### config.mk
export PLATFORM = sky130hd
export DESIGN_NAME = uart_tx_framer
export DESIGN_NICKNAME = d
export VERILOG_FILES = /design/src/rtl/uart_tx_framer.sv
export SDC_FILE = /design/constraint.sdc
export NUM_CORES = 1
export LEC_CHECK = 0
export ABC_CLOCK_PERIOD_IN_PS = 3700
export BUFFER_PORTS_ARGS = -buffer_cell sky130_fd_sc_hd__buf_4
export CORE_ASPECT_RATIO = 0.75
export CORE_MARGIN = 2
export CORE_UTILIZATION = 55
export CTS_BUF_LIST = sky130_fd_sc_hd__clkbuf_8
export DETAILED_ROUTE_END_ITERATION = 7
export GPL_ROUTABILITY_DRIVEN = 0
export GPL_TIMING_DRIVEN = 0
export PLACE_DENSITY = 0.81
export SYNTH_ARGS = -nofsm -noshare
export SYNTH_HDL_FRONTEND = slang
export SYNTH_SLANG_ARGS = --single-unit
### constraint.sdc
create_clock -name clk -period 3.7 [get_ports clk]
set_input_delay 1.11 -clock clk [delete_from_list [all_inputs] [get_ports clk]]
set_output_delay 1.11 -clock clk [all_outputs]
set_load 0.005 [all_outputs]
### src/rtl/uart_tx_framer.sv
`default_nettype none
// ============================================================================
//  Module   : uart_tx_framer
//  Purpose  : UART transmitter for the serial console link. Bytes arrive on a
//             valid/ready stream, are buffered in a circular FIFO and sent
//             LSB-first as start + 8 data + optional parity + 1 or 2 stop
//             bits. The bit time is runtime-programmable (divisor + 1 cycles).
//  Ports    : clk, reset          - single clock, synchronous active-high reset
//             io_divisor          - cycles per bit minus one
//             io_parity_en/_odd   - parity enable / odd-parity select
//             io_stop2            - two stop bits when set
//             io_data_valid/ready/payload - byte input stream
//             io_tx               - registered serial line, idle high
//             io_busy             - frame in flight or bytes queued
//             io_fifo_level       - number of queued bytes
//  Revision : 1.0 - initial release
// ============================================================================
module uart_tx_framer #(
  parameter int FIFO_DEPTH = 16,
  parameter int DIV_WIDTH  = 16
) (
  input  logic                        clk,
  input  logic                        reset,
  input  logic [DIV_WIDTH-1:0]        io_divisor,
  input  logic                        io_parity_en,
  input  logic                        io_parity_odd,
  input  logic                        io_stop2,
  input  logic                        io_data_valid,
  output logic                        io_data_ready,
  input  logic [7:0]                  io_data_payload,
  output logic                        io_tx,
  output logic                        io_busy,
  output logic [$clog2(FIFO_DEPTH):0] io_fifo_level
);

  localparam int              c_aw   = $clog2(FIFO_DEPTH);
  localparam logic [c_aw:0]   c_full = (c_aw + 1)'(FIFO_DEPTH);

  typedef enum logic [2:0] {
    S_IDLE   = 3'd0,
    S_START  = 3'd1,
    S_DATA   = 3'd2,
    S_PARITY = 3'd3,
    S_STOP   = 3'd4
  } state_t;

  state_t                state_q,    state_d;
  logic [c_aw-1:0]       wr_ptr_q,   wr_ptr_d;
  logic [c_aw-1:0]       rd_ptr_q,   rd_ptr_d;
  logic [c_aw:0]         level_q,    level_d;
  logic [7:0]            shift_q,    shift_d;
  logic [2:0]            bit_idx_q,  bit_idx_d;
  logic [DIV_WIDTH-1:0]  cnt_q,      cnt_d;
  logic [DIV_WIDTH-1:0]  div_q,      div_d;
  logic                  par_en_q,   par_en_d;
  logic                  par_bit_q,  par_bit_d;
  logic                  stop2_q,    stop2_d;
  logic                  stop_idx_q, stop_idx_d;
  logic                  tx_q,       tx_d;

  logic [7:0]            mem_q [FIFO_DEPTH];

  logic                  w_push;
  logic                  w_pop;
  logic                  w_load;
  logic                  w_empty;
  logic [7:0]            w_head;

  assign w_empty       = (level_q == '0);
  assign w_head        = mem_q[rd_ptr_q];
  assign w_push        = io_data_valid && io_data_ready;

  assign io_data_ready = (level_q != c_full);
  assign io_fifo_level = level_q;
  assign io_tx         = tx_q;
  assign io_busy       = (state_q != S_IDLE) || !w_empty;

  // FIFO storage; no reset needed, the pointers and level define validity.
  always_ff @(posedge clk) begin
    if (w_push) begin
      mem_q[wr_ptr_q] <= io_data_payload;
    end
  end

  // FIFO pointer and occupancy next-state. Pointers wrap naturally because
  // the depth is a power of two.
  always_comb begin
    wr_ptr_d = w_push ? wr_ptr_q + 1'b1 : wr_ptr_q;
    rd_ptr_d = w_pop  ? rd_ptr_q + 1'b1 : rd_ptr_q;
    case ({w_push, w_pop})
      2'b10:   level_d = level_q + 1'b1;
      2'b01:   level_d = level_q - 1'b1;
      default: level_d = level_q;
    endcase
  end

  // Framer next-state. Each bit lasts until cnt_q reaches zero; cnt_q is
  // reloaded with the latched divisor at every bit boundary. The value of
  // io_tx for the next bit is computed at the boundary so the line is
  // always driven straight from a flop.
  always_comb begin
    state_d    = state_q;
    shift_d    = shift_q;
    bit_idx_d  = bit_idx_q;
    cnt_d      = cnt_q;
    div_d      = div_q;
    par_en_d   = par_en_q;
    par_bit_d  = par_bit_q;
    stop2_d    = stop2_q;
    stop_idx_d = stop_idx_q;
    tx_d       = tx_q;
    w_pop      = 1'b0;
    w_load     = 1'b0;

    case (state_q)
      S_IDLE: begin
        tx_d = 1'b1;
        if (!w_empty) begin
          w_load = 1'b1;
        end
      end

      S_START: begin
        if (cnt_q == '0) begin
          cnt_d   = div_q;
          state_d = S_DATA;
          tx_d    = shift_q[0];
        end else begin
          cnt_d = cnt_q - 1'b1;
        end
      end

      S_DATA: begin
        if (cnt_q == '0) begin
          cnt_d = div_q;
          if (bit_idx_q == 3'd7) begin
            bit_idx_d = '0;
            if (par_en_q) begin
              state_d = S_PARITY;
              tx_d    = par_bit_q;
            end else begin
              state_d    = S_STOP;
              tx_d       = 1'b1;
              stop_idx_d = 1'b0;
            end
          end else begin
            bit_idx_d = bit_idx_q + 3'd1;
            shift_d   = {1'b0, shift_q[7:1]};
            tx_d      = shift_q[1];
          end
        end else begin
          cnt_d = cnt_q - 1'b1;
        end
      end

      S_PARITY: begin
        if (cnt_q == '0) begin
          cnt_d      = div_q;
          state_d    = S_STOP;
          tx_d       = 1'b1;
          stop_idx_d = 1'b0;
        end else begin
          cnt_d = cnt_q - 1'b1;
        end
      end

      S_STOP: begin
        if (cnt_q == '0) begin
          if (stop2_q && !stop_idx_q) begin
            stop_idx_d = 1'b1;
            cnt_d      = div_q;
          end else if (!w_empty) begin
            // Chain straight into the next start bit with no idle gap.
            w_load = 1'b1;
          end else begin
            state_d = S_IDLE;
            tx_d    = 1'b1;
          end
        end else begin
          cnt_d = cnt_q - 1'b1;
        end
      end

      default: begin
        state_d = S_IDLE;
        tx_d    = 1'b1;
      end
    endcase

    // Frame start: pop the head byte and freeze the line configuration so
    // config changes mid-frame only affect the following frame.
    if (w_load) begin
      w_pop      = 1'b1;
      shift_d    = w_head;
      div_d      = io_divisor;
      cnt_d      = io_divisor;
      par_en_d   = io_parity_en;
      par_bit_d  = (^w_head) ^ io_parity_odd;
      stop2_d    = io_stop2;
      stop_idx_d = 1'b0;
      bit_idx_d  = '0;
      tx_d       = 1'b0;
      state_d    = S_START;
    end
  end

  always_ff @(posedge clk) begin
    if (reset) begin
      state_q    <= S_IDLE;
      wr_ptr_q   <= '0;
      rd_ptr_q   <= '0;
      level_q    <= '0;
      shift_q    <= '0;
      bit_idx_q  <= '0;
      cnt_q      <= '0;
      div_q      <= '0;
      par_en_q   <= 1'b0;
      par_bit_q  <= 1'b0;
      stop2_q    <= 1'b0;
      stop_idx_q <= 1'b0;
      tx_q       <= 1'b1;
    end else begin
      state_q    <= state_d;
      wr_ptr_q   <= wr_ptr_d;
      rd_ptr_q   <= rd_ptr_d;
      level_q    <= level_d;
      shift_q    <= shift_d;
      bit_idx_q  <= bit_idx_d;
      cnt_q      <= cnt_d;
      div_q      <= div_d;
      par_en_q   <= par_en_d;
      par_bit_q  <= par_bit_d;
      stop2_q    <= stop2_d;
      stop_idx_q <= stop_idx_d;
      tx_q       <= tx_d;
    end
  end

endmodule
`default_nettype wire

==> flow_summary.toml, run 1 <==
[die]
fp.coreArea_um2 = 15100
dieHeight_um = 111
rows = 39
chipWidth_um = 147
pin_count = 38
die_area_um2 = 16400
initial_utilization_pct = 55.8

[layout]
fillers = 1099
utilization_pct = 63.1
antenna_cells = 0
drive_gt1_share_pct = 20.9
nNetsFinal = 756
area.growth.synth_to_final_pct = 13.1
fin_cells = 932
design_area_um2 = 9550

[worst_setup_path]
worstSetupPathType = "register to register"
start_kind = "register"
crit_chain = "inv_1 -> ha_2 -> nor2b_4 -> nand3_1 -> buf_6 -> o31ai_4 -> nand2_2 -> inv_4 -> buf_12 -> ha_2 -> buf_4 -> xor2_1 -> ha_2 -> o21ai_0 -> a21oi_1 -> a21oi_1 -> xor2_1 -> or3_1 -> a21oi_1"
crit_family = "simple AND/OR/NAND/NOR gates"
cpMaxStageDelayCell = "dfxtp_2"
cp.buffers_inverters = 5
max_stage_delay_ns = 0.36
cp-end-kind = "register"
crit_arrival_ns = 3.98
cp-startpoint = "cnt_q[1]$_SDFFE_PP0P_"
critical_path.max_fanout = 10
cp.required_ns = 4.10
r2r-start = "cnt_q[1]$_SDFFE_PP0P_"

[power_and_ir_drop]
p_leak_nw = 3.25
power.density_nw_per_um2 = 811
irDropWorstVdd_mv = 0.467

[timing]
min_period_over_period_pct = 96.7
tightest_slew_ns = 0.945
clock_skew_ns = 0.0132
layout_min_cycle_time_ns = 3.58
drv_slew = 0
hold_ws_ns = 0.463
relSlewSlack_pct = 36.8
tns_ns = 0
max_freq_mhz = 280
hold_violations = 0
setup_violations = 0

[synth]
yosys_warnings = 0
syn_area_um2 = 8440
synth_edf_count = 128
ys_ff_latch = 196
ys_async_sr_fraction_pct = 0
syn_nets = 693
yosys.cell_types.count = 59
synth_seq_area_share_pct = 61.6
synthCells = 651
synthFlopType = "edfxtp_1"
syn-mean-instance-area_um2 = 13.0

[global_route]
grt_max_degree = 21
antenna_found_initial = 0
grt_pass1_wl_um = 29000
grt_pass1_vias = 5411
grt_use_total_pct = 23.1
grt.overflow.total = 0

[clock_tree]
htreeDepth = 4
cts_tree = "built"
clkTransAtPathRegs_ns = 0.11
holdBufCountCts = 0
cts_buffer_depth = 2
cts.sinks = 196
cts_root_buf = "clkbuf_8"
numCtsBuffers = 17
clk-insertion-delay-late_ns = 0.47

[drt]
drc = 0
drt_iter0_markers = 681
ant_nets = 0
avgRoutedWirePerCell_um = 19.9
routed_wl_um = 18600
drtPass1Iterations = 7
vias_per_cell = 6.07
vias = 5659

[run_status]
status = "finished, final reports clean"

[run]
maxCapViolCount = 0

[worst_hold_path]
hold_path.class = "register to register"
hp-start = "div_q[13]$_SDFFE_PP0P_"

[place]
placed_cell_area_um2 = 8970
numPortBuffers = 36
dp_hpwl_um = 12900
dp_cells = 892
## registers in the layout, indices dropped and copies added (netlist names), named ones only
name	flops
par_en_q	1
io_tx	1
mem_q	128
wr_ptr_q	4
shift_q	8
stop2_q	1
state_q	3
rd_ptr_q	4
bit_idx_q	3
cnt_q	16
div_q	16
stop_idx_q	1
par_bit_q	1
io_fifo_level	5
## layer usage
layer  GRT usage (%)  vias up  wire length, um
met5               0        -                0
met4            6.73        0              247
met3            6.38       26             1660
met2            36.1      297             8790
met1            32.2     2784             7870
li1                -     2552                -
## report_power, final
group,leakage (nW),switching [W],internal (W)
Clock,0.213,0.000826,0.000576
Combinational,1.32,0.00201,0.00148
Sequential,1.71,0.000242,0.00261
## cells in the mapped netlist (4+ instances only)
| cell type | count | area share (%) |
|---|---|---|
| inv_1 | 8 | 0.36 |
| a31oi_1 | 5 | 0.37 |
| mux2i_1 | 5 | 0.59 |
| nor2_1 | 58 | 2.6 |
| xor2_1 | 11 | 1.1 |
| mux4_2 | 36 | 9.6 |
| a21oi_1 | 53 | 3.1 |
| nand3_1 | 14 | 0.83 |
| nand3b_1 | 4 | 0.36 |
| edfxtp_1 | 128 | 46 |
| nand2b_1 | 7 | 0.52 |
| a21o_1 | 5 | 0.44 |
| ha_1 | 12 | 1.8 |
| nor2b_1 | 6 | 0.44 |
| a22oi_1 | 10 | 0.89 |
| a222oi_1 | 4 | 0.47 |
| dfxtp_1 | 68 | 16 |
| nand2_1 | 82 | 3.6 |
| o21ai_0 | 9 | 0.53 |
| a311oi_1 | 4 | 0.41 |
| xnor2_1 | 9 | 0.93 |
| nor3_1 | 15 | 0.89 |
| clkbuf_1 | 22 | 0.98 |
| buf_2 | 7 | 0.41 |
| o211ai_1 | 5 | 0.44 |
| or3_1 | 10 | 0.74 |
## timing repair
| item | 4_1_cts | 5_1_grt |
|---|---|---|
| gates cloned | 0 | 1 |
| endpoints found under the setup margin | 4 | 1 |
| gates resized for setup | 7 | 14 |
| pin swaps | 1 | 1 |
| buffers inserted | 2 | 5 |
## placed cells by master (no fill, tap or decap), types with 3 or more instances in the layout
master    instances
a22oi_1          10
o21ai_0           9
a222oi_1          4
edfxtp_1        128
o211ai_1          5
nand3b_1          4
a31oi_1           5
buf_6             4
buf_4            45
or3_1            10
xor2_1           11
clkbuf_1         21
nor3_2            6
ha_1              9
clkbuf_8         17
nor3_1           11
clkinv_8          5
nand3_1          13
buf_2             5
mux4_2           36
nand2_1          82
inv_1             8
xnor2_1           9
a21oi_1          53
nor2_1           57
buf_1             3
inv_6             4
ha_2              3
a21o_1            5
mux2i_1           5
dfxtp_1          66
nor2b_1           5
a311oi_1          4
o21ai_1           3
nand2b_1          7
## final cells by class
type	count	area, um^2	area share, %
clock inverters	15	188	1.97
plain buffers	37	215	2.25
repair buffers	45	355	3.72
multi-input cells	408	3060	32.0
flip-flops and latches	196	5210	54.5
inverters	9	36.3	0.380
well taps	205	256	2.69
clock buffers	17	234	2.45
## metrics by stage
step,power [W],setup slack (ns)
2_1_floorplan,0.00514,0.150
3_3_place_gp,0.00590,-0.526
3_5_place_dp,0.00601,-0.744
4_1_cts,0.00746,0.0119
5_1_grt,0.00813,-0.0195
6_report,0.00774,0.123
## logic make-up (layout without fill, tap and decap cells)
family	Yosys count	after routing	share of synthesized area [%]
xor gates and xnor gates	24	24	2.92
AOI/OAI and AO/OA	116	116	8.83
muxes	41	41	10.2
buffers and inverters	47	123	2.74
adders and majority gates	12	12	1.78
DFF	196	196	61.6
and+or+nand+nor	215	215	11.9
## tightest hold or removal path, stage by stage, from the launching register on
cell	delay, ns
dfxtp_1	0.33
nand2_1	0.05
a21oi_1	0.05
## path summary, 6_finish.rpt
kind                                                      end  slack, ns  cells after the start
worst min-delay path                   div_q[13]$_SDFFE_PP0P_       0.46                      2
worst min register to register         div_q[13]$_SDFFE_PP0P_       0.46                      2
worst max register to register  io_fifo_level[4]$_SDFFE_PP0P_       0.12                     19
worst max-delay path            io_fifo_level[4]$_SDFFE_PP0P_       0.12                     19
Note: power is estimated with default switching activity, not from simulation.
==> inputs of run 2 (changes only) <==
- CORE_ASPECT_RATIO: 0.75 -> 0.7
==> run 2 against run 1 <==
- sequential share of layout area up 0.057 points
- clock skew up 0.0057 ns
- critical path depth unchanged
- via count up 3.8%
- total power up 1.9%
- clock power about the same
- first-iteration DRC count up 32%
- register-to-register slack worse by 0.04 ns
- sequential power about the same
- highest routed layer unchanged
- critical endpoint unchanged
==> flow_summary.toml, run 2 (synthesis gave the netlist of run 1 again) <==
[timing]
relSlewSlack_pct = 40.5
layout_min_cycle_time_ns = 3.62
drv_slew = 0
setup_violations = 0
clock_skew_ns = 0.0189
min_period_over_period_pct = 97.7
max_freq_mhz = 277
rsz0062_at_grt = "false"
hold_violations = 0
tightest_slew_ns = 0.889

[worst_setup_path]
critical_path.max_fanout = 10
crit_arrival_ns = 4.02
start_kind = "register"
worstSetupPathType = "register to register"
cp-end-kind = "register"
cp.required_ns = 4.10

[clock_tree]
holdBufCountCts = 0
htreeDepth = 4
cts_tree = "built"
cts_root_buf = "clkbuf_8"
cts_buffer_depth = 2
clkTransAtPathRegs_ns = 0.10
numCtsBuffers = 17
clk-insertion-delay-late_ns = 0.48
cts.sinks = 196

[layout]
fin_cells = 922
nNetsFinal = 756
layout_common_cells = "128 x edfxtp_1, 82 x nand2_1, 66 x dfxtp_1, 57 x nor2_1, 53 x a21oi_1"
largest_register_ffs = 128
top_regs = "mem_q: 128 flops, cnt_q: 16 flops, div_q: 16 flops"
area.growth.synth_to_final_pct = 13.0
top_register = "mem_q"
final_common_cell = "edfxtp_1"
antenna_cells = 0
drive_gt1_share_pct = 20.6

[power_and_ir_drop]
power.density_nw_per_um2 = 826
power_w = 0.00788
irDropWorstVdd_mv = 0.672
p_leak_nw = 3.24

[drt]
ant_nets = 0
vias = 5876
drc = 0
avgRoutedWirePerCell_um = 22.0
drtPass1Iterations = 7
drt_iter0_markers = 902
routed_wl_um = 20300
vias_per_cell = 6.37

[die]
pin_count = 38
rows = 37
dieHeight_um = 108
die_area_um2 = 16400
initial_utilization_pct = 56.8
fp.coreArea_um2 = 14900
chipWidth_um = 152

[place]
dp_cells = 885
dp_hpwl_um = 14000
numPortBuffers = 36

[run]
maxCapViolCount = 0

[global_route]
grtUsageMet3_pct = 8.94
antenna_found_initial = 0
grt_max_degree = 21
grt_use_total_pct = 25.4
grt_pass1_wl_um = 31200
met1_usage_pct = 37.0
grt_pass1_vias = 5614
grt.overflow.total = 0
top_usage_layer = "met1"
met2_usage_pct = 36.8

[worst_hold_path]
hold_path.class = "register to register"

[run_status]
status = "finished, final reports clean"
run 2: timing repair:
| item | CTS | global route |
|---|---|---|
| buffers inserted | 1 | 4 |
| setup endpoints to repair | 4 | 2 |
| resized for setup | 10 | 13 |
| pin swaps | 1 | 2 |
| hold endpoints to repair | 0 | 0 |
| cloned | 0 | 1 |
run 2: cell type report:
class	count	area (um^2)
clock inverter	15	184
buffer	37	215
clock buffer	17	234
sequential	196	5210
timing repair buffer	45	348
fill	1030	5320
inverter	9	36.3
tap	195	244
multi-input combinational	408	3070
run 2: final timing paths:
kind                    startpoint                       endpoint  slack [ns]  cells after the start
max reg2reg  cnt_q[0]$_SDFFE_PP0P_  io_fifo_level[4]$_SDFFE_PP0P_        0.08                     19
max          cnt_q[0]$_SDFFE_PP0P_  io_fifo_level[4]$_SDFFE_PP0P_        0.08                     19
min reg2reg  div_q[1]$_SDFFE_PP0P_          div_q[1]$_SDFFE_PP0P_        0.46                      2
min          div_q[1]$_SDFFE_PP0P_          div_q[1]$_SDFFE_PP0P_        0.46                      2
run 2: critical path, stage by stage (launching register included):
cell and delay [ns]:
dfxtp_2 0.36, inv_1 0.07, ha_2 0.22, nor2b_4 0.22, nand3_2 0.13, buf_6 0.17
o31ai_4 0.32, nand2_4 0.13, inv_4 0.13, buf_12 0.14, ha_1 0.18, buf_4 0.17
xor2_2 0.14, ha_2 0.20, o21ai_0 0.09, a21oi_1 0.17, a21oi_1 0.11, xor2_1 0.15
or3_1 0.31, a21oi_1 0.14
run 2: routing by layer:
layer	up-vias	part of all wire, %
li1	2556	-
met1	2888	42
met2	399	44
met3	33	13
met4	0	1.1
met5	-	0
run 2: report_power, final:
| part | total (W) | internal [W] | switching [W] |
|---|---|---|---|
| logic | 0.00360 | 0.00148 | 0.00212 |
| clock network | 0.00142 | 0.000577 | 0.000840 |
| registers | 0.00287 | 0.00261 | 0.000256 |
run 2: per-stage QoR:
stage	setup TNS (ns)	setup slack [ns]	cell area [um^2]	utilization, %	hold slack (ns)
2_1_floorplan	0	0.150	8440	-	0.433
3_3_place_gp	-1.05	-0.610	8960	60.3	0.443
3_5_place_dp	-1.76	-0.800	8980	60.4	0.447
4_1_cts	0	0.0185	9440	63.5	0.465
5_1_grt	0	0.00685	9540	64.2	0.483
6_report	0	0.0839	9540	64.2	0.462
